--- config.mk ---
export PLATFORM = sky130hd
export DESIGN_NAME = idu_pipe_flat
export DESIGN_NICKNAME = d
export VERILOG_FILES = /design/src/rtl/idu_pkg.sv /design/src/rtl/idu_pipe_if.sv /design/src/rtl/idu_dec.sv /design/src/rtl/idu_pipe.sv /design/src/flat_wrapper.sv
export SDC_FILE = /design/constraint.sdc
export NUM_CORES = 1
export LEC_CHECK = 0
export CAP_MARGIN = 30
export CORE_MARGIN = 2
export CORE_UTILIZATION = 40
export DETAILED_ROUTE_END_ITERATION = 6
export PLACE_DENSITY = 0.74
export SETUP_SLACK_MARGIN = 0.15
export SLEW_MARGIN = 20
export SYNTH_ARGS = -nofsm -noshare
export SYNTH_HDL_FRONTEND = slang
export SYNTH_HIERARCHICAL = 1
export SYNTH_SLANG_ARGS = --single-unit
--- constraint.sdc ---
create_clock -name clk -period 5.8 [get_ports clk]
set_input_delay 0.87 -clock clk [delete_from_list [all_inputs] [get_ports clk]]
set_output_delay 0.87 -clock clk [all_outputs]
set_load 0.1 [all_outputs]
--- src/rtl/idu_pkg.sv ---
// Shared decoder definitions: opcodes, one-hot bit indices, operand select
// encodings and the decoded control bundle carried through the skid buffer.
package idu_pkg;

  localparam int unsigned INST_W = 32;
  localparam int unsigned REG_W  = 5;
  localparam int unsigned ALU_W  = 10;
  localparam int unsigned OH8_W  = 8;
  localparam int unsigned SEL_W  = 3;

  localparam logic [6:0] OPC_LUI    = 7'b0110111;
  localparam logic [6:0] OPC_AUIPC  = 7'b0010111;
  localparam logic [6:0] OPC_JAL    = 7'b1101111;
  localparam logic [6:0] OPC_JALR   = 7'b1100111;
  localparam logic [6:0] OPC_BRANCH = 7'b1100011;
  localparam logic [6:0] OPC_LOAD   = 7'b0000011;
  localparam logic [6:0] OPC_STORE  = 7'b0100011;
  localparam logic [6:0] OPC_OPIMM  = 7'b0010011;
  localparam logic [6:0] OPC_OP     = 7'b0110011;
  localparam logic [6:0] OPC_SYSTEM = 7'b1110011;

  localparam logic [INST_W-1:0] INST_EBREAK = 32'h0010_0073;

  localparam int unsigned ALU_ADD = 0, ALU_SUB = 1, ALU_SLT = 2, ALU_SLTU = 3, ALU_AND = 4;
  localparam int unsigned ALU_OR  = 5, ALU_XOR = 6, ALU_SLL = 7, ALU_SRL  = 8, ALU_SRA = 9;

  localparam int unsigned JMP_JAL = 0, JMP_JALR = 1, JMP_BEQ  = 2, JMP_BNE  = 3;
  localparam int unsigned JMP_BLT = 4, JMP_BGE  = 5, JMP_BLTU = 6, JMP_BGEU = 7;

  localparam int unsigned MEM_SB = 0, MEM_SH = 1, MEM_SW  = 2, MEM_LB  = 3;
  localparam int unsigned MEM_LH = 4, MEM_LW = 5, MEM_LBU = 6, MEM_LHU = 7;

  localparam logic [SEL_W-1:0] SRC1_RS1  = 3'b001;
  localparam logic [SEL_W-1:0] SRC1_PC   = 3'b010;
  localparam logic [SEL_W-1:0] SRC1_ZERO = 3'b100;
  localparam logic [SEL_W-1:0] SRC2_RS2  = 3'b001;
  localparam logic [SEL_W-1:0] SRC2_IMM  = 3'b010;
  localparam logic [SEL_W-1:0] SRC2_FOUR = 3'b100;

  // Control fields only; pc/imm are XLEN-wide and carried beside the bundle.
  typedef struct packed {
    logic [REG_W-1:0] rd;
    logic [REG_W-1:0] rs1;
    logic [REG_W-1:0] rs2;
    logic [ALU_W-1:0] alu_op;
    logic [OH8_W-1:0] mdu_op;
    logic [OH8_W-1:0] jump_type;
    logic [OH8_W-1:0] mem_type;
    logic [SEL_W-1:0] sel_alu_src1;
    logic [SEL_W-1:0] sel_alu_src2;
    logic             rf_wen;
    logic             sel_rf_wdata;
    logic             dram_en;
    logic             dram_wen;
    logic             ebreak;
    logic             illegal;
  } dec_bundle_t;

  // ALU one-hot for OP/OP-IMM by funct3; alt selects sub/sra.
  function automatic logic [ALU_W-1:0] alu_onehot(input logic [2:0] f3, input logic alt);
    logic [ALU_W-1:0] oh;
    oh = '0;
    case (f3)
      3'b000:  oh[alt ? ALU_SUB : ALU_ADD] = 1'b1;
      3'b001:  oh[ALU_SLL]  = 1'b1;
      3'b010:  oh[ALU_SLT]  = 1'b1;
      3'b011:  oh[ALU_SLTU] = 1'b1;
      3'b100:  oh[ALU_XOR]  = 1'b1;
      3'b101:  oh[alt ? ALU_SRA : ALU_SRL] = 1'b1;
      3'b110:  oh[ALU_OR]   = 1'b1;
      default: oh[ALU_AND]  = 1'b1;
    endcase
    return oh;
  endfunction

endpackage

--- src/rtl/idu_pipe_if.sv ---
// IFU->IDU->EXU handshake bundle. master: IFU/EXU side, slave: decoder.
interface idu_pipe_if
  import idu_pkg::*;
#(
  parameter int unsigned XLEN = 32
);
  logic              in_valid;
  logic              in_ready;
  logic [INST_W-1:0] in_inst;
  logic [XLEN-1:0]   in_pc;
  logic              out_valid;
  logic              out_ready;
  logic [XLEN-1:0]   out_pc;
  logic [XLEN-1:0]   out_imm;
  logic [REG_W-1:0]  out_rd;
  logic [REG_W-1:0]  out_rs1;
  logic [REG_W-1:0]  out_rs2;
  logic [ALU_W-1:0]  out_alu_op;
  logic [OH8_W-1:0]  out_mdu_op;
  logic [OH8_W-1:0]  out_jump_type;
  logic [OH8_W-1:0]  out_mem_type;
  logic [SEL_W-1:0]  out_sel_alu_src1;
  logic [SEL_W-1:0]  out_sel_alu_src2;
  logic              out_rf_wen;
  logic              out_sel_rf_wdata;
  logic              out_dram_en;
  logic              out_dram_wen;
  logic              out_ebreak;
  logic              out_illegal;

  modport master (
    output in_valid, in_inst, in_pc, out_ready,
    input  in_ready, out_valid, out_pc, out_imm, out_rd, out_rs1, out_rs2,
           out_alu_op, out_mdu_op, out_jump_type, out_mem_type,
           out_sel_alu_src1, out_sel_alu_src2, out_rf_wen, out_sel_rf_wdata,
           out_dram_en, out_dram_wen, out_ebreak, out_illegal
  );

  modport slave (
    input  in_valid, in_inst, in_pc, out_ready,
    output in_ready, out_valid, out_pc, out_imm, out_rd, out_rs1, out_rs2,
           out_alu_op, out_mdu_op, out_jump_type, out_mem_type,
           out_sel_alu_src1, out_sel_alu_src2, out_rf_wen, out_sel_rf_wdata,
           out_dram_en, out_dram_wen, out_ebreak, out_illegal
  );
endinterface

--- src/rtl/idu_dec.sv ---
// Combinational RV32I(+M, ebreak) decoder.
// inst: instruction word; dec_c: control bundle; imm_c: XLEN sign-extended immediate.
module idu_dec
  import idu_pkg::*;
#(
  parameter int unsigned XLEN = 32,
  parameter bit          EN_M = 1'b1
) (
  input  logic [INST_W-1:0] inst,
  output dec_bundle_t       dec_c,
  output logic [XLEN-1:0]   imm_c
);

  logic [6:0]      opcode, funct7;
  logic [5:0]      funct6;
  logic [2:0]      funct3;
  logic            shamt_ok;
  logic [XLEN-1:0] imm_i, imm_s, imm_b, imm_u, imm_j;

  assign opcode = inst[6:0];
  assign funct3 = inst[14:12];
  assign funct7 = inst[31:25];
  assign funct6 = inst[31:26];
  // inst[25] is shamt[5] on RV64 but must be zero on RV32.
  assign shamt_ok = (XLEN == 32) ? ~inst[25] : 1'b1;

  assign imm_i = XLEN'($signed(inst[31:20]));
  assign imm_s = XLEN'($signed({inst[31:25], inst[11:7]}));
  assign imm_b = XLEN'($signed({inst[31], inst[7], inst[30:25], inst[11:8], 1'b0}));
  assign imm_u = XLEN'($signed({inst[31:12], 12'b0}));
  assign imm_j = XLEN'($signed({inst[31], inst[19:12], inst[20], inst[30:21], 1'b0}));

  always_comb begin
    dec_c              = '0;
    imm_c              = '0;
    dec_c.rd           = inst[11:7];
    dec_c.rs1          = inst[19:15];
    dec_c.rs2          = inst[24:20];
    dec_c.sel_alu_src1 = SRC1_RS1;
    dec_c.sel_alu_src2 = SRC2_RS2;

    case (opcode)
      OPC_LUI: begin
        imm_c                  = imm_u;
        dec_c.alu_op[ALU_ADD]  = 1'b1;
        dec_c.sel_alu_src1     = SRC1_ZERO;
        dec_c.sel_alu_src2     = SRC2_IMM;
        dec_c.rf_wen           = 1'b1;
      end
      OPC_AUIPC: begin
        imm_c                  = imm_u;
        dec_c.alu_op[ALU_ADD]  = 1'b1;
        dec_c.sel_alu_src1     = SRC1_PC;
        dec_c.sel_alu_src2     = SRC2_IMM;
        dec_c.rf_wen           = 1'b1;
      end
      OPC_JAL: begin
        imm_c                  = imm_j;
        dec_c.alu_op[ALU_ADD]  = 1'b1;
        dec_c.jump_type[JMP_JAL] = 1'b1;
        dec_c.sel_alu_src1     = SRC1_PC;
        dec_c.sel_alu_src2     = SRC2_FOUR;
        dec_c.rf_wen           = 1'b1;
      end
      OPC_JALR: begin
        imm_c                  = imm_i;
        dec_c.alu_op[ALU_ADD]  = 1'b1;
        dec_c.jump_type[JMP_JALR] = 1'b1;
        dec_c.sel_alu_src1     = SRC1_PC;
        dec_c.sel_alu_src2     = SRC2_FOUR;
        dec_c.rf_wen           = 1'b1;
        dec_c.illegal          = (funct3 != 3'b000);
      end
      OPC_BRANCH: begin
        imm_c                  = imm_b;
        dec_c.alu_op[ALU_ADD]  = 1'b1;
        case (funct3)
          3'b000:  dec_c.jump_type[JMP_BEQ]  = 1'b1;
          3'b001:  dec_c.jump_type[JMP_BNE]  = 1'b1;
          3'b100:  dec_c.jump_type[JMP_BLT]  = 1'b1;
          3'b101:  dec_c.jump_type[JMP_BGE]  = 1'b1;
          3'b110:  dec_c.jump_type[JMP_BLTU] = 1'b1;
          3'b111:  dec_c.jump_type[JMP_BGEU] = 1'b1;
          default: dec_c.illegal = 1'b1;
        endcase
      end
      OPC_LOAD: begin
        imm_c                  = imm_i;
        dec_c.alu_op[ALU_ADD]  = 1'b1;
        dec_c.sel_alu_src2     = SRC2_IMM;
        dec_c.dram_en          = 1'b1;
        dec_c.sel_rf_wdata     = 1'b1;
        dec_c.rf_wen           = 1'b1;
        case (funct3)
          3'b000:  dec_c.mem_type[MEM_LB]  = 1'b1;
          3'b001:  dec_c.mem_type[MEM_LH]  = 1'b1;
          3'b010:  dec_c.mem_type[MEM_LW]  = 1'b1;
          3'b100:  dec_c.mem_type[MEM_LBU] = 1'b1;
          3'b101:  dec_c.mem_type[MEM_LHU] = 1'b1;
          default: dec_c.illegal = 1'b1;
        endcase
      end
      OPC_STORE: begin
        imm_c                  = imm_s;
        dec_c.alu_op[ALU_ADD]  = 1'b1;
        dec_c.sel_alu_src2     = SRC2_IMM;
        dec_c.dram_en          = 1'b1;
        dec_c.dram_wen         = 1'b1;
        case (funct3)
          3'b000:  dec_c.mem_type[MEM_SB] = 1'b1;
          3'b001:  dec_c.mem_type[MEM_SH] = 1'b1;
          3'b010:  dec_c.mem_type[MEM_SW] = 1'b1;
          default: dec_c.illegal = 1'b1;
        endcase
      end
      OPC_OPIMM: begin
        imm_c              = imm_i;
        dec_c.alu_op       = alu_onehot(funct3, (funct3 == 3'b101) & inst[30]);
        dec_c.sel_alu_src2 = SRC2_IMM;
        dec_c.rf_wen       = 1'b1;
        if (funct3 == 3'b001)
          dec_c.illegal = (funct6 != 6'b000000) | ~shamt_ok;
        else if (funct3 == 3'b101)
          dec_c.illegal = ((funct6 != 6'b000000) & (funct6 != 6'b010000)) | ~shamt_ok;
      end
      OPC_OP: begin
        dec_c.rf_wen = 1'b1;
        if (funct7 == 7'b0000001) begin
          if (EN_M) dec_c.mdu_op[funct3] = 1'b1;
          else      dec_c.illegal        = 1'b1;
        end else if (funct7 == 7'b0000000) begin
          dec_c.alu_op = alu_onehot(funct3, 1'b0);
        end else if ((funct7 == 7'b0100000) && ((funct3 == 3'b000) || (funct3 == 3'b101))) begin
          dec_c.alu_op = alu_onehot(funct3, 1'b1);
        end else begin
          dec_c.illegal = 1'b1;
        end
      end
      OPC_SYSTEM: begin
        imm_c = imm_i;
        if (inst == INST_EBREAK) dec_c.ebreak  = 1'b1;
        else                     dec_c.illegal = 1'b1;
      end
      default: dec_c.illegal = 1'b1;
    endcase

    // Illegal entries travel as inert bubbles flagged for the trap path.
    if (dec_c.illegal) begin
      dec_c.alu_op       = '0;
      dec_c.mdu_op       = '0;
      dec_c.jump_type    = '0;
      dec_c.mem_type     = '0;
      dec_c.rf_wen       = 1'b0;
      dec_c.sel_rf_wdata = 1'b0;
      dec_c.dram_en      = 1'b0;
      dec_c.dram_wen     = 1'b0;
      dec_c.ebreak       = 1'b0;
    end
    if (dec_c.rd == 5'd0) dec_c.rf_wen = 1'b0;
  end

endmodule

--- src/rtl/idu_pipe.sv ---
// Registered decode stage with a 2-entry skid buffer between IFU and EXU.
// clk/rst_n: clock, async active-low reset; flush: drop buffered and incoming entries;
// bus: in_* from IFU (valid/ready), out_* decoded head entry to EXU (valid/ready).
module idu_pipe
  import idu_pkg::*;
#(
  parameter int unsigned XLEN = 32,
  parameter bit          EN_M = 1'b1
) (
  input  logic          clk,
  input  logic          rst_n,
  input  logic          flush,
  idu_pipe_if.slave     bus
);

  typedef enum logic [1:0] {ST_EMPTY, ST_ONE, ST_TWO} state_t;

  state_t          state, state_nxt;
  dec_bundle_t     dec_c, h_dec, s_dec;
  logic [XLEN-1:0] imm_c, h_imm, s_imm, h_pc, s_pc;
  logic            in_ready_q, out_valid_q;
  logic            accept_c, pop_c, load_h_in_c, load_h_skid_c, load_s_c;

  idu_dec #(.XLEN(XLEN), .EN_M(EN_M)) u_dec (
    .inst  (bus.in_inst),
    .dec_c (dec_c),
    .imm_c (imm_c)
  );

  assign accept_c = bus.in_valid & in_ready_q;
  assign pop_c    = out_valid_q & bus.out_ready;

  // Next-state and register load enables.
  always_comb begin
    state_nxt     = state;
    load_h_in_c   = 1'b0;
    load_h_skid_c = 1'b0;
    load_s_c      = 1'b0;
    if (flush) begin
      state_nxt = ST_EMPTY;
    end else begin
      case (state)
        ST_EMPTY: if (accept_c) begin
          state_nxt   = ST_ONE;
          load_h_in_c = 1'b1;
        end
        ST_ONE: begin
          if (accept_c && pop_c) begin
            load_h_in_c = 1'b1;
          end else if (accept_c) begin
            state_nxt = ST_TWO;
            load_s_c  = 1'b1;
          end else if (pop_c) begin
            state_nxt = ST_EMPTY;
          end
        end
        ST_TWO: if (pop_c) begin
          state_nxt     = ST_ONE;
          load_h_skid_c = 1'b1;
        end
        default: state_nxt = ST_EMPTY;
      endcase
    end
  end

  // State plus handshake flags, registered from next state so out_ready/flush never reach in_ready combinationally.
  always_ff @(posedge clk or negedge rst_n) begin
    if (!rst_n) begin
      state       <= ST_EMPTY;
      in_ready_q  <= 1'b1;
      out_valid_q <= 1'b0;
    end else begin
      state       <= state_nxt;
      in_ready_q  <= (state_nxt != ST_TWO);
      out_valid_q <= (state_nxt != ST_EMPTY);
    end
  end

  // Head (H) and skid (S) entry registers.
  always_ff @(posedge clk or negedge rst_n) begin
    if (!rst_n) begin
      h_dec <= '0;
      h_imm <= '0;
      h_pc  <= '0;
      s_dec <= '0;
      s_imm <= '0;
      s_pc  <= '0;
    end else begin
      if (load_h_in_c) begin
        h_dec <= dec_c;
        h_imm <= imm_c;
        h_pc  <= bus.in_pc;
      end else if (load_h_skid_c) begin
        h_dec <= s_dec;
        h_imm <= s_imm;
        h_pc  <= s_pc;
      end
      if (load_s_c) begin
        s_dec <= dec_c;
        s_imm <= imm_c;
        s_pc  <= bus.in_pc;
      end
    end
  end

  assign bus.in_ready         = in_ready_q;
  assign bus.out_valid        = out_valid_q;
  assign bus.out_pc           = h_pc;
  assign bus.out_imm          = h_imm;
  assign bus.out_rd           = h_dec.rd;
  assign bus.out_rs1          = h_dec.rs1;
  assign bus.out_rs2          = h_dec.rs2;
  assign bus.out_alu_op       = h_dec.alu_op;
  assign bus.out_mdu_op       = h_dec.mdu_op;
  assign bus.out_jump_type    = h_dec.jump_type;
  assign bus.out_mem_type     = h_dec.mem_type;
  assign bus.out_sel_alu_src1 = h_dec.sel_alu_src1;
  assign bus.out_sel_alu_src2 = h_dec.sel_alu_src2;
  assign bus.out_rf_wen       = h_dec.rf_wen;
  assign bus.out_sel_rf_wdata = h_dec.sel_rf_wdata;
  assign bus.out_dram_en      = h_dec.dram_en;
  assign bus.out_dram_wen     = h_dec.dram_wen;
  assign bus.out_ebreak       = h_dec.ebreak;
  assign bus.out_illegal      = h_dec.illegal;

endmodule
--- src/flat_wrapper.sv ---
// flat-port wrapper written by rule: the top's interface ports become plain ports
module idu_pipe_flat import idu_pkg::*;
#(
  parameter int unsigned XLEN = 32,
  parameter bit          EN_M = 1'b1
)
  (clk, rst_n, flush, bus_in_valid, bus_in_inst, bus_in_pc, bus_out_ready, bus_in_ready, bus_out_valid, bus_out_pc, bus_out_imm, bus_out_rd, bus_out_rs1, bus_out_rs2, bus_out_alu_op, bus_out_mdu_op, bus_out_jump_type, bus_out_mem_type, bus_out_sel_alu_src1, bus_out_sel_alu_src2, bus_out_rf_wen, bus_out_sel_rf_wdata, bus_out_dram_en, bus_out_dram_wen, bus_out_ebreak, bus_out_illegal);
  idu_pipe_if #(.XLEN(XLEN)) bus_i ();
  input  logic clk;
  input  logic rst_n;
  input  logic flush;
  input wire logic [$bits(bus_i.in_valid)-1:0] bus_in_valid;
  input wire logic [$bits(bus_i.in_inst)-1:0] bus_in_inst;
  input wire logic [$bits(bus_i.in_pc)-1:0] bus_in_pc;
  input wire logic [$bits(bus_i.out_ready)-1:0] bus_out_ready;
  output wire logic [$bits(bus_i.in_ready)-1:0] bus_in_ready;
  output wire logic [$bits(bus_i.out_valid)-1:0] bus_out_valid;
  output wire logic [$bits(bus_i.out_pc)-1:0] bus_out_pc;
  output wire logic [$bits(bus_i.out_imm)-1:0] bus_out_imm;
  output wire logic [$bits(bus_i.out_rd)-1:0] bus_out_rd;
  output wire logic [$bits(bus_i.out_rs1)-1:0] bus_out_rs1;
  output wire logic [$bits(bus_i.out_rs2)-1:0] bus_out_rs2;
  output wire logic [$bits(bus_i.out_alu_op)-1:0] bus_out_alu_op;
  output wire logic [$bits(bus_i.out_mdu_op)-1:0] bus_out_mdu_op;
  output wire logic [$bits(bus_i.out_jump_type)-1:0] bus_out_jump_type;
  output wire logic [$bits(bus_i.out_mem_type)-1:0] bus_out_mem_type;
  output wire logic [$bits(bus_i.out_sel_alu_src1)-1:0] bus_out_sel_alu_src1;
  output wire logic [$bits(bus_i.out_sel_alu_src2)-1:0] bus_out_sel_alu_src2;
  output wire logic [$bits(bus_i.out_rf_wen)-1:0] bus_out_rf_wen;
  output wire logic [$bits(bus_i.out_sel_rf_wdata)-1:0] bus_out_sel_rf_wdata;
  output wire logic [$bits(bus_i.out_dram_en)-1:0] bus_out_dram_en;
  output wire logic [$bits(bus_i.out_dram_wen)-1:0] bus_out_dram_wen;
  output wire logic [$bits(bus_i.out_ebreak)-1:0] bus_out_ebreak;
  output wire logic [$bits(bus_i.out_illegal)-1:0] bus_out_illegal;
  assign bus_i.in_valid = bus_in_valid;
  assign bus_i.in_inst = bus_in_inst;
  assign bus_i.in_pc = bus_in_pc;
  assign bus_i.out_ready = bus_out_ready;
  assign bus_in_ready = bus_i.in_ready;
  assign bus_out_valid = bus_i.out_valid;
  assign bus_out_pc = bus_i.out_pc;
  assign bus_out_imm = bus_i.out_imm;
  assign bus_out_rd = bus_i.out_rd;
  assign bus_out_rs1 = bus_i.out_rs1;
  assign bus_out_rs2 = bus_i.out_rs2;
  assign bus_out_alu_op = bus_i.out_alu_op;
  assign bus_out_mdu_op = bus_i.out_mdu_op;
  assign bus_out_jump_type = bus_i.out_jump_type;
  assign bus_out_mem_type = bus_i.out_mem_type;
  assign bus_out_sel_alu_src1 = bus_i.out_sel_alu_src1;
  assign bus_out_sel_alu_src2 = bus_i.out_sel_alu_src2;
  assign bus_out_rf_wen = bus_i.out_rf_wen;
  assign bus_out_sel_rf_wdata = bus_i.out_sel_rf_wdata;
  assign bus_out_dram_en = bus_i.out_dram_en;
  assign bus_out_dram_wen = bus_i.out_dram_wen;
  assign bus_out_ebreak = bus_i.out_ebreak;
  assign bus_out_illegal = bus_i.out_illegal;
  idu_pipe #(.XLEN(XLEN), .EN_M(EN_M)) u_core (.clk(clk), .rst_n(rst_n), .flush(flush), .bus(bus_i));
endmodule
==> flow_summary.ini <==
[run_status]
status = completed

[route]
post_drt_wl_per_cell_um = 21.3
drc = 0
first_iter_violations = 958
ant_nets = 0
vias = 10443
drtPass1Iterations = 5
post_drt_via_cell_ratio = 5.93
finalWirelength_mm = 37.5

[global_route]
grt_max_degree = 148
grt-ovfl-total = 0
antenna_found_initial = 4
grt_pass1_vias = 10442
grt.total_usage = 0.220
grt_pass1_wl_mm = 59.0

[cts]
cts_resized = 0
htree_levels = 1
clockBufferDepth = 3
clkSlewWorstSetupHoldPaths_ns = 0.06
cts_setup_buffers = 0
worstSkewPairLatency_ns = 0.54
cts.sinks = 254
cts_tree = done
cts_made_buffers = 28
ctsHoldBuffers = 0
cts_root_buffer = clkbuf_16

[timing]
rsz0062_at_grt = false
drv_slew = 0
finalClockSkew_ns = 0.0156
slew_headroom = 0.301
finalSetupViolCount = 0
final.setup.tns_ns = 0
tightestPinTransition_ns = 1.04
fin_crit_sh = 0.537
final-hold-violation-count = 0
fmax_ghz = 0.321
period_minus_slack_ns = 3.11

[power_and_ir_drop]
p_leak_nw = 6.79
ir_drop_v = 0.000324
powerDensity_nw_per_um2 = 499

[floorplanning]
core_area_sq_um = 31500
initial_core_util = 0.406
rows = 65
die_h_um = 183
fp.dieW_um = 183
die_area_sq_um = 33400
ioPinCount = 196

[finish]
final_cells = 1760
multi_input_area_sq_um = 5740
fillers = 2706
final_net_count = 1404
drive_above_1_share = 0.168
area_growth_pct = 27.9
regArea_sq_um = 6360
fin_util = 0.519
fin_area_sq_um = 16300

[synthesis]
async_flop_share = 1.00
yosysTopAreaCell = dfrtp_1
netlist_instances = 1212
synthDominantCellAreaShare = 0.496
synth_area_sq_um = 12800
postSynthAreaPerCell_sq_um = 10.5
synth_cell_types = 65
syn_nets = 1281
yosysSeqAreaShare = 0.498
synthFlopType = dfrtp_1
yosys_warnings = 6
synth_area_leaders = dfrtp_1, nand3b_1, mux2_2
synth_commonest_cells = dfrtp_1, nor3_1, o21ai_0
synth_seq_cells = 254
synth_edf_count = 0
yosysMostFrequentCell = dfrtp_1

[hold_path]
hp-class = in -> async

[critical_path]
critical_path_arrival_ns = 3.58
criticalPathCategory = in -> reg
cp-end-kind = flop
cp_data_required_time_ns = 6.27
cp_max_fo = 7
cp-start-kind = input pin

[placed_design]
dpl_cell_area_sq_um = 15400
placed_cells = 1705
hpwlAfterDp_mm = 23.0
gp_congestion = 0.878
portBuffers = 195

[job]
max-cap-violations = 0
## kinds of logic (layout without fill, tap and decap cells)
kind of cell / Yosys count / after routing / synth area share
xor gates and xnor gates: 2 / 2 / 0.00137
and+or+nand+nor: 380 / 380 / 0.177
AOI/OAI and AO/OA: 301 / 301 / 0.142
muxes: 127 / 127 / 0.126
DFF: 254 / 254 / 0.498
buffers and inverters: 148 / 291 / 0.0558
other: 0 / 3 / 0
## placed cells by master (no fill, tap or decap), types with 19 or more instances in the layout
cell,Yosys,routed
dfrtp_1,253,252
clkdlybuf4s50_1,0,194
nor3_1,133,133
o21ai_0,131,131
nand3b_1,127,127
a31oi_1,125,125
mux2_2,75,75
mux2_4,50,50
nor2_1,43,43
clkbuf_16,0,29
buf_16,0,24
nand2_1,19,19
a21o_1,19,19
## through the flow
step / hold slack, ns / total power, mW / worst slack (ns)
after CTS: 0.414 / 8.19 / 2.59
after global placement: 0.486 / 6.05 / 1.89
final: 0.340 / 8.15 / 2.69
after detailed placement: 0.493 / 6.38 / 2.05
after floorplan: 0.479 / 5.16 / 3.02
after global routing: 0.434 / 8.45 / 2.55
## sequential cells by signal, summed over array words and instances (netlist names), 2 cells and up
signal                       flops
u_core/s_pc                     32
u_core/bus.out_rs2               5
u_core/bus.out_pc               32
u_core/state                     2
u_core/s_dec                    61
u_core/bus.out_rd                5
u_core/bus.out_rs1               5
u_core/bus.out_sel_alu_src1      3
u_core/bus.out_alu_op           10
u_core/bus.out_imm              32
u_core/s_imm                    32
u_core/bus.out_sel_alu_src2      3
u_core/bus.out_mem_type          8
u_core/bus.out_mdu_op            8
u_core/bus.out_jump_type         8
## layout make-up
class / instances / area share
Multi-Input combinational cell: 810 / 0.351
Tap cell: 402 / 0.0308
Inverter: 7 / 0.00161
Antenna cell: 3 / 0.000459
Clock buffer: 43 / 0.0507
Timing Repair Buffer: 234 / 0.170
Clock inverter: 7 / 0.00544
Sequential cell: 254 / 0.389
## routing by layer
metal  global-route usage  vias up  share of wire
met4               0.0626        2          0.025
met5                    0        -        0.00029
met3               0.0483       63          0.079
met1                0.322     5234           0.46
met2                0.326      439           0.44
li1                     -     4705              -
## power breakdown
| part | switching [mW] | total (mW) | internal [mW] |
|---|---|---|---|
| Sequential | 0.254 | 2.49 | 2.24 |
| Combinational | 2.73 | 3.88 | 1.15 |
| Clock | 0.715 | 1.78 | 1.07 |
| Total | 3.70 | 8.15 | 4.45 |
## critical path: stages
cell,delay [ns]
clkdlybuf4s50_1,0.59
or4_1,0.56
nor4b_1,0.39
and4_2,0.31
o21ai_2,0.12
nor4_1,0.44
nor3_1,0.13
a31oi_1,0.17
## path summary, 6_finish.rpt
kind	cells past startpoint	slack (ns)	end	from
worst min-delay path	1	0.34	u_core/bus.out_pc[1]	rst_n
worst max register to register	4	3.23	u_core/s_dec[44]	u_core/bus.in_ready
worst min register to register	1	0.51	u_core/s_pc[14]	u_core/s_pc[14]
worst max-delay path	8	2.69	u_core/bus.out_alu_op[7]	bus_in_inst[22]
min in group clk	1	0.51	u_core/s_pc[14]	u_core/s_pc[14]
max in group asynchronous	2	4.11	u_core/s_imm[25]	rst_n
No activity file was read; power rests on OpenSTA's default activity.
